## src/rtl/jogador_automatico.sv

```systemverilog
// rtl/jogador_automatico.sv - automatic player: watches the game's LED sequence, then replays it on the buttons.
// Optional JOGADOR_ERRO_PROPOSITAL_EN: input errar rotates the last press of each replay to force a wrong move.
module jogador_automatico #(
    parameter int DEPTH          = 16,
    parameter int QUIET_CYCLES   = 8,
    parameter int PRESS_CYCLES   = 4,
    parameter int RELEASE_CYCLES = 4
) (
    input  logic                     clock,
    input  logic                     reset,
    input  logic                     habilitar,
    input  logic [3:0]               leds,
    input  logic                     ganhou,
    input  logic                     perdeu,
`ifdef JOGADOR_ERRO_PROPOSITAL_EN
    input  logic                     errar,
`endif
    output logic                     jogar,
    output logic [3:0]               botoes,
    output logic [$clog2(DEPTH):0]   tamanho,
    output logic                     erro,
    output logic                     fim,
    output logic [3:0]               db_estado
);
    localparam int PW   = $clog2(DEPTH);
    localparam int TW   = PW + 1;
    localparam int QW   = $clog2(QUIET_CYCLES + 1);
    localparam int TMAX = (PRESS_CYCLES > RELEASE_CYCLES) ? PRESS_CYCLES : RELEASE_CYCLES;
    localparam int TMW  = $clog2(TMAX + 1);

    typedef enum logic [3:0] {
        OCIOSO  = 4'h0,
        INICIA  = 4'h1,
        OBSERVA = 4'h2,
        APERTA  = 4'h3,
        SOLTA   = 4'h4,
        FIM     = 4'h5,
        ERRO    = 4'hE
    } estado_t;

    estado_t         estado_q, estado_d;
    logic [3:0]      leds_ant_q;
    logic [PW-1:0]   wr_ptr_q, wr_ptr_d, rd_ptr_q, rd_ptr_d;
    logic [TW-1:0]   tamanho_q, tamanho_d;
    logic [QW-1:0]   quiet_q, quiet_d;
    logic [TMW-1:0]  timer_q, timer_d;
    logic [3:0]      mem_q [DEPTH];
    logic            mem_we;
    logic            captura, um_quente, fim_jogo, ultimo;
    logic [3:0]      dado;
`ifdef JOGADOR_ERRO_PROPOSITAL_EN
    logic            errar_q, errar_d;
`endif

    assign captura   = (leds != 4'd0) && (leds_ant_q == 4'd0);
    assign um_quente = (leds != 4'd0) && ((leds & (leds - 4'd1)) == 4'd0);
    assign fim_jogo  = ganhou | perdeu;
    assign ultimo    = (TW'(rd_ptr_q) + TW'(1)) == tamanho_q;

    always_comb begin
        estado_d  = estado_q;
        wr_ptr_d  = wr_ptr_q;
        rd_ptr_d  = rd_ptr_q;
        tamanho_d = tamanho_q;
        quiet_d   = quiet_q;
        timer_d   = timer_q;
        mem_we    = 1'b0;
`ifdef JOGADOR_ERRO_PROPOSITAL_EN
        errar_d   = errar_q;
`endif
        case (estado_q)
            OCIOSO: if (habilitar) estado_d = INICIA;
            INICIA: begin
                wr_ptr_d  = '0;
                tamanho_d = '0;
                quiet_d   = '0;
`ifdef JOGADOR_ERRO_PROPOSITAL_EN
                errar_d   = errar;
`endif
                estado_d  = OBSERVA;
            end
            OBSERVA: begin
                if (fim_jogo) begin
                    estado_d = FIM;
                end else if (captura) begin
                    quiet_d = '0;
                    if (!um_quente || tamanho_q == TW'(DEPTH)) begin
                        estado_d = ERRO;
                    end else begin
                        mem_we    = 1'b1;
                        wr_ptr_d  = wr_ptr_q + PW'(1);
                        tamanho_d = tamanho_q + TW'(1);
                    end
                end else if (leds != 4'd0) begin
                    quiet_d = '0;
                end else if (tamanho_q != '0) begin
                    if (quiet_q == QW'(QUIET_CYCLES - 1)) begin
                        quiet_d  = '0;
                        rd_ptr_d = '0;
                        timer_d  = '0;
                        estado_d = APERTA;
                    end else begin
                        quiet_d = quiet_q + QW'(1);
                    end
                end
            end
            APERTA: begin
                if (fim_jogo) begin
                    estado_d = FIM;
                end else if (timer_q == TMW'(PRESS_CYCLES - 1)) begin
                    timer_d  = '0;
                    estado_d = SOLTA;
                end else begin
                    timer_d = timer_q + TMW'(1);
                end
            end
            SOLTA: begin
                if (fim_jogo) begin
                    estado_d = FIM;
                end else if (timer_q == TMW'(RELEASE_CYCLES - 1)) begin
                    timer_d = '0;
                    if (ultimo) begin
                        wr_ptr_d  = '0;
                        tamanho_d = '0;
                        quiet_d   = '0;
                        estado_d  = OBSERVA;
                    end else begin
                        rd_ptr_d = rd_ptr_q + PW'(1);
                        estado_d = APERTA;
                    end
                end else begin
                    timer_d = timer_q + TMW'(1);
                end
            end
            FIM:     estado_d = FIM;
            ERRO:    estado_d = ERRO;
            default: estado_d = OCIOSO;
        endcase
        // Dropping habilitar abandons the round from anywhere except ERRO.
        if (!habilitar && estado_q != ERRO) begin
            estado_d  = OCIOSO;
            tamanho_d = '0;
            wr_ptr_d  = '0;
            quiet_d   = '0;
            mem_we    = 1'b0;
        end
    end

    always_ff @(posedge clock or posedge reset) begin
        if (reset) begin
            estado_q   <= OCIOSO;
            leds_ant_q <= '0;
            wr_ptr_q   <= '0;
            rd_ptr_q   <= '0;
            tamanho_q  <= '0;
            quiet_q    <= '0;
            timer_q    <= '0;
`ifdef JOGADOR_ERRO_PROPOSITAL_EN
            errar_q    <= 1'b0;
`endif
        end else begin
            estado_q   <= estado_d;
            leds_ant_q <= leds;
            wr_ptr_q   <= wr_ptr_d;
            rd_ptr_q   <= rd_ptr_d;
            tamanho_q  <= tamanho_d;
            quiet_q    <= quiet_d;
            timer_q    <= timer_d;
`ifdef JOGADOR_ERRO_PROPOSITAL_EN
            errar_q    <= errar_d;
`endif
        end
    end

    always_ff @(posedge clock) begin
        if (mem_we) mem_q[wr_ptr_q] <= leds;
    end

    always_comb begin
        dado = mem_q[rd_ptr_q];
`ifdef JOGADOR_ERRO_PROPOSITAL_EN
        if (errar_q && ultimo) dado = {dado[2:0], dado[3]};
`endif
    end

    // Buttons decode straight from the state so reset or a game end releases them without delay.
    assign botoes    = (estado_q == APERTA) ? dado : 4'd0;
    assign jogar     = (estado_q == INICIA);
    assign tamanho   = tamanho_q;
    assign erro      = (estado_q == ERRO);
    assign fim       = (estado_q == FIM);
    assign db_estado = estado_q;
endmodule
```

## config.mk

```make
export PLATFORM = sky130hd
export DESIGN_NAME = jogador_automatico
export DESIGN_NICKNAME = d
export VERILOG_FILES = /design/src/rtl/jogador_automatico.sv
export SDC_FILE = /design/constraint.sdc
export NUM_CORES = 1
export LEC_CHECK = 0
export CAP_MARGIN = 20
export CELL_PAD_IN_SITES_DETAIL_PLACEMENT = 0
export CELL_PAD_IN_SITES_GLOBAL_PLACEMENT = 2
export CORE_ASPECT_RATIO = 0.5
export CORE_MARGIN = 2
export CORE_UTILIZATION = 44
export CTS_BUF_LIST = sky130_fd_sc_hd__clkbuf_4
export DETAILED_ROUTE_END_ITERATION = 10
export PLACE_DENSITY = 0.84
export SLEW_MARGIN = 20
export SYNTH_ARGS = -nofsm -noshare
export SYNTH_HDL_FRONTEND = slang
export SYNTH_SLANG_ARGS = --single-unit
```

## constraint.sdc

```tcl
create_clock -name clock -period 3.22 [get_ports clock]
set_input_delay 0.966 -clock clock [delete_from_list [all_inputs] [get_ports clock]]
set_output_delay 0.966 -clock clock [all_outputs]
set_load 0.02 [all_outputs]
```

After elaboration in Yosys (flattened, before gate mapping)

Memory sizes are Yosys's and may differ from the RTL's.
Index checks and enable logic that the tools add are counted.

Reduce and logical (&&, ||, !) cells: 20
Eq/ne operators: 34
$add $sub $neg: 7
Bitwise operators: 2
Multiplexer cells: 62

Operators by type and width:

| kind                | count |
|---|---|
| $mux 4              | 34 |
| $mux 5              | 7 |
| $pmux 4 s7          | 1 |
| $ne 5x5->1 const B  | 5 |
| $pmux 4 s3          | 2 |
| $mux 3              | 7 |
| $ne 3x3->1 const B  | 7 |
| $reduce_and 7->1    | 3 |
| $ne 2x2->1 const B  | 9 |
| $pmux 5 s3          | 1 |
| $add 4x1->4 const B | 3 |
| $eq 4x3->1 const B  | 3 |
| $logic_not 4->1     | 3 |
| $ne 4x4->1 const B  | 3 |
| $reduce_and 9->1    | 1 |
| $eq 4x2->1 const B  | 2 |
| $mux 1              | 8 |
| $pmux 4 s2          | 1 |
| $reduce_bool 4->1   | 2 |
| $pmux 3 s2          | 1 |
| $reduce_and 6->1    | 1 |
| $add 4x1->5 const B | 1 |
| $add 5x1->5 const B | 1 |
| $eq 5x5->1          | 1 |
| other kinds (14)    | 18 |

Flip-flop bits (word level): 28
Bits of input ports: 9
Logic and storage cells: 133
Bits in writable memories: 64
Output and inout bits: 16
Memories kept: 1

Memories:

| name  | words | bits a word | read ports | clocked after Yosys merged registers in | write ports | line | RTL |
|---|---|---|---|---|---|---|---|
| mem_q | 16    | 4           | 1          | 0                                       | 1           | 47   | `logic [3:0] mem_q [DEPTH];` |

Longest topological paths before layout

Depth in word-level cells: 13
Gate-level depth with buffers: 7
Gate-level depth less buffers: 7

Worst setup path before layout

No wires, ideal clock.

Kind: register to output
Start: reg rd_ptr_q[0]
End: out botoes[0]
Data required time: 2.254 ns
Setup slack: 0.223 ns
Stages on the path, launching flop included: 5
Arrival: 2.031 ns
Path through: dfrtp_1 buf_1 mux4_2 mux4_2 nor2b_1

Longest elaborated chain between the ends: 2

RTL lines:

| what                   | line | RTL |
|---|---|---|
| from (decl)            | 43   | `logic [PW-1:0] wr_ptr_q, wr_ptr_d, rd_ptr_q, rd_ptr_d;` |
| from (signal assigned) | 165  | `rd_ptr_q <= rd_ptr_d;` |
| $mem_v2 16x4           | n/a  |  |
| $mux 4                 | 187  | `assign botoes = (estado_q == APERTA) ? dado : 4'd0;` |
| to (decl)              | 19   | `output logic [3:0] botoes,` |

Every way passes these cells.

Worst setup path in the final report

Start: reg rd_ptr_q[0]
End: out botoes[1]

The elaborated chain is that of the path after synthesis.

==> results.md <==
* Final WL at 9740 um
* Worst Path Arrival at 2.33 ns
* Cell Chain, Critical Path: buf_12, mux4_2, mux4_2, nor2b_4, buf_6
* Synth async-reset ratio at 0.304
* Hold Crit Class: flip-flop to flip-flop
* Placeable core area at 10200 sq um
* Yosys top cell by area: edfxtp_1
* Worst Skew at 0.0115 ns
* GRT Resource Usage Total at 0.184
* Finished Layout Cells at 534
* DR pass1 iterations at 5
* Share of cells above drive strength 1 at 0.236
* RSZ-0062 raised after global routing: true
* Failing checks: setup timing
* Most common cell in the netlist: edfxtp_1
* Library cells used by synthesis at 63
* Synth top area cells: edfxtp_1 (42%), dfrtp_1 (15%), mux4_2 (9.8%)
* CP Data Required Time at 2.25 ns
* IO buf count at 24
* CP Max Fanout at 8
* Seq/Total Area, Yosys at 0.571
* Pin count of the biggest net entering global routing at 29
* Post-synth top area share at 0.418
* Max-slew headroom at 0.417
* Critical path class: flip-flop to output port
* Clock slew at reported path FFs at 0.13 ns
* Synth Cell Area at 4600 sq um
* Rows at 26
* Mapped Cells at 337
* Top cells by count, synth: edfxtp_1 (64), dfrtp_1 (28), nor2_1 (24)
* Final worst-path cycle share at 1.02
* TritonCTS clock tree: built
* Placed cell count at 516
* Vias in the first global route at 2969
* Clk_lat worst skew at 0.43 ns
* Crit path buf inv count at 2
* Slew Viols, Final at 0
* Residual DRC count at 0
* Drt via density at 5.71
* Clock tree sinks at 92
* Root Buffer: clkbuf_4
* Cell repeated most along the worst path: mux4_2
* Syn_nets at 355
* Nets at 407
* Startpoint types: flip-flop
* Run status: finished with violations
* Crit-path max cell delay at 0.52 ns
* Crit path capture type: output port
* Area grow syn2layout at 17.1%
* Post-synth EDFFs at 64
* N_diodes at 0
* Wirelength per Cell at 18.2 um
* LEAKAGE at 1.93 nW
* Hold WS at 0.550 ns
* H-tree Lvls at 3
* Slew @ Worst Pin at 0.870 ns
* Final setup fails at 4
* ANT nets after route at 0
* Grt total ovfl at 0
* TritonCTS Buffers at 9
* Initial antenna violation count at 0
* Synth Flop Type: edfxtp_1
* Largest delay contributor family on the critical path: multiplexers
* DPL Wire Length at 7090 um
* GPL Wtd Cong at 0.876
* Max-cap violations at 0
* Pwr Total at 3.04 mW
* Fin. Hold Viols at 0
* Die area at 11300 sq um
* Chip Height at 76.3 um
* Tmin final at 3.29 ns
* Setup ws final at -0.0750 ns
* Global-route wire length before repair at 15900 um
* Top Ports at 25
* FF+latch count, synth at 92
* Starting Density at 0.451
* Initial DRC count at 229
* Max Clock Freq at 303 MHz
* Die width at 149 um
* Clk buf depth at 2
* Pre-CTS WS at -0.160 ns
* Slowest cell on the critical path: mux4_2
* Maximum vdd drop at 0.365 mV
* Avg Cell Area, Syn at 13.6 sq um
* CTS Hold Bufs at 0
* Routed vias at 3051
* Power density cells at 564 nW/um^2
* Ys Warns at 0
## layout make-up
cell class	instances	area [sq um]
Clock inverter	5	35.0
Inverter	18	67.6
Clock buffer	11	82.6
Fill cell	860	4800
Sequential cell	92	2620
Tap cell	140	175
Multi-Input combinational cell	211	1870
Timing Repair Buffer	57	531
## stage by stage
| stage | util | setup TNS, ns | instance area (sq um) |
|---|---|---|---|
| after floorplan | - | 0 | 4600 |
| after global placement | 0.511 | -0.731 | 5200 |
| after detailed placement | 0.511 | -3.99 | 5200 |
| after CTS | 0.526 | -0.731 | 5350 |
| after global routing | 0.528 | -0.637 | 5380 |
| final | 0.528 | -0.256 | 5380 |
## cell families (layout without fill, tap and decap cells)
family,count (synthesis),count (layout),synth area share
and+or+nand+nor,111,111,0.147
buffers and inverters,34,91,0.0299
adders and majority gates,9,9,0.0245
DFF,92,92,0.571
AOI/OAI and AO/OA,57,57,0.100
xor gates and xnor gates,6,6,0.0114
muxes,28,28,0.116
## metal layers
layer	up-vias	share of wire	GRT usage
met5	-	0	0
met2	96	0.46	0.284
met3	13	0.049	0.0365
li1	1412	-	-
met4	0	0.012	0.0552
met1	1530	0.48	0.267
## power breakdown
group          leakage (nW)  switching [mW]  internal [mW]
Clock                0.0676           0.378          0.180
Combinational         0.918           0.507          0.562
Sequential            0.944          0.0966           1.31
## placed cells by master (no fill, tap or decap), drive strengths merged, types with 8 or more instances in the layout
cell type	n
and2	8
buf	37
clkbuf	11
clkdlybuf4s50	20
dfrtp	28
edfxtp	64
ha	9
inv	20
mux4	20
nand2	12
nand3	14
nor2	24
nor2b	10
## worst paths after layout
kind                       slack (ns)     endpoint  cells after the start   startpoint
hold reg to reg                  0.55   timer_q[1]                      2   timer_q[1]
setup / recovery                -0.07    botoes[1]                      5  rd_ptr_q[0]
hold / removal                   0.55   timer_q[1]                      2   timer_q[1]
min in group asynchronous        0.89   timer_q[1]                      3        reset
setup reg to reg                 0.23  wr_ptr_q[2]                      8  rd_ptr_q[0]
max in group asynchronous        2.05  rd_ptr_q[0]                      3        reset
## worst reg2reg max path: stages, from the launching register on
cell      delay, ns
dfrtp_2        0.47
buf_4          0.14
buf_4          0.15
ha_1           0.32
xor2_1         0.17
a311oi_1       0.33
o211ai_1       0.43
a21oi_1        0.67
o221ai_1       0.19
## state kept, by name, summed over array words and instances (netlist names)
signal / flops
mem_q: 64
tamanho: 5
db_estado: 4
leds_ant_q: 4
quiet_q: 4
rd_ptr_q: 4
wr_ptr_q: 4
timer_q: 3
## repair_timing
item	4_1_cts	5_1_grt
gates cloned	1	0
setup buffers	2	0
gates resized for setup	18	14
endpoints found under the setup margin	4	4
Note: power is estimated with default switching activity, not from simulation.
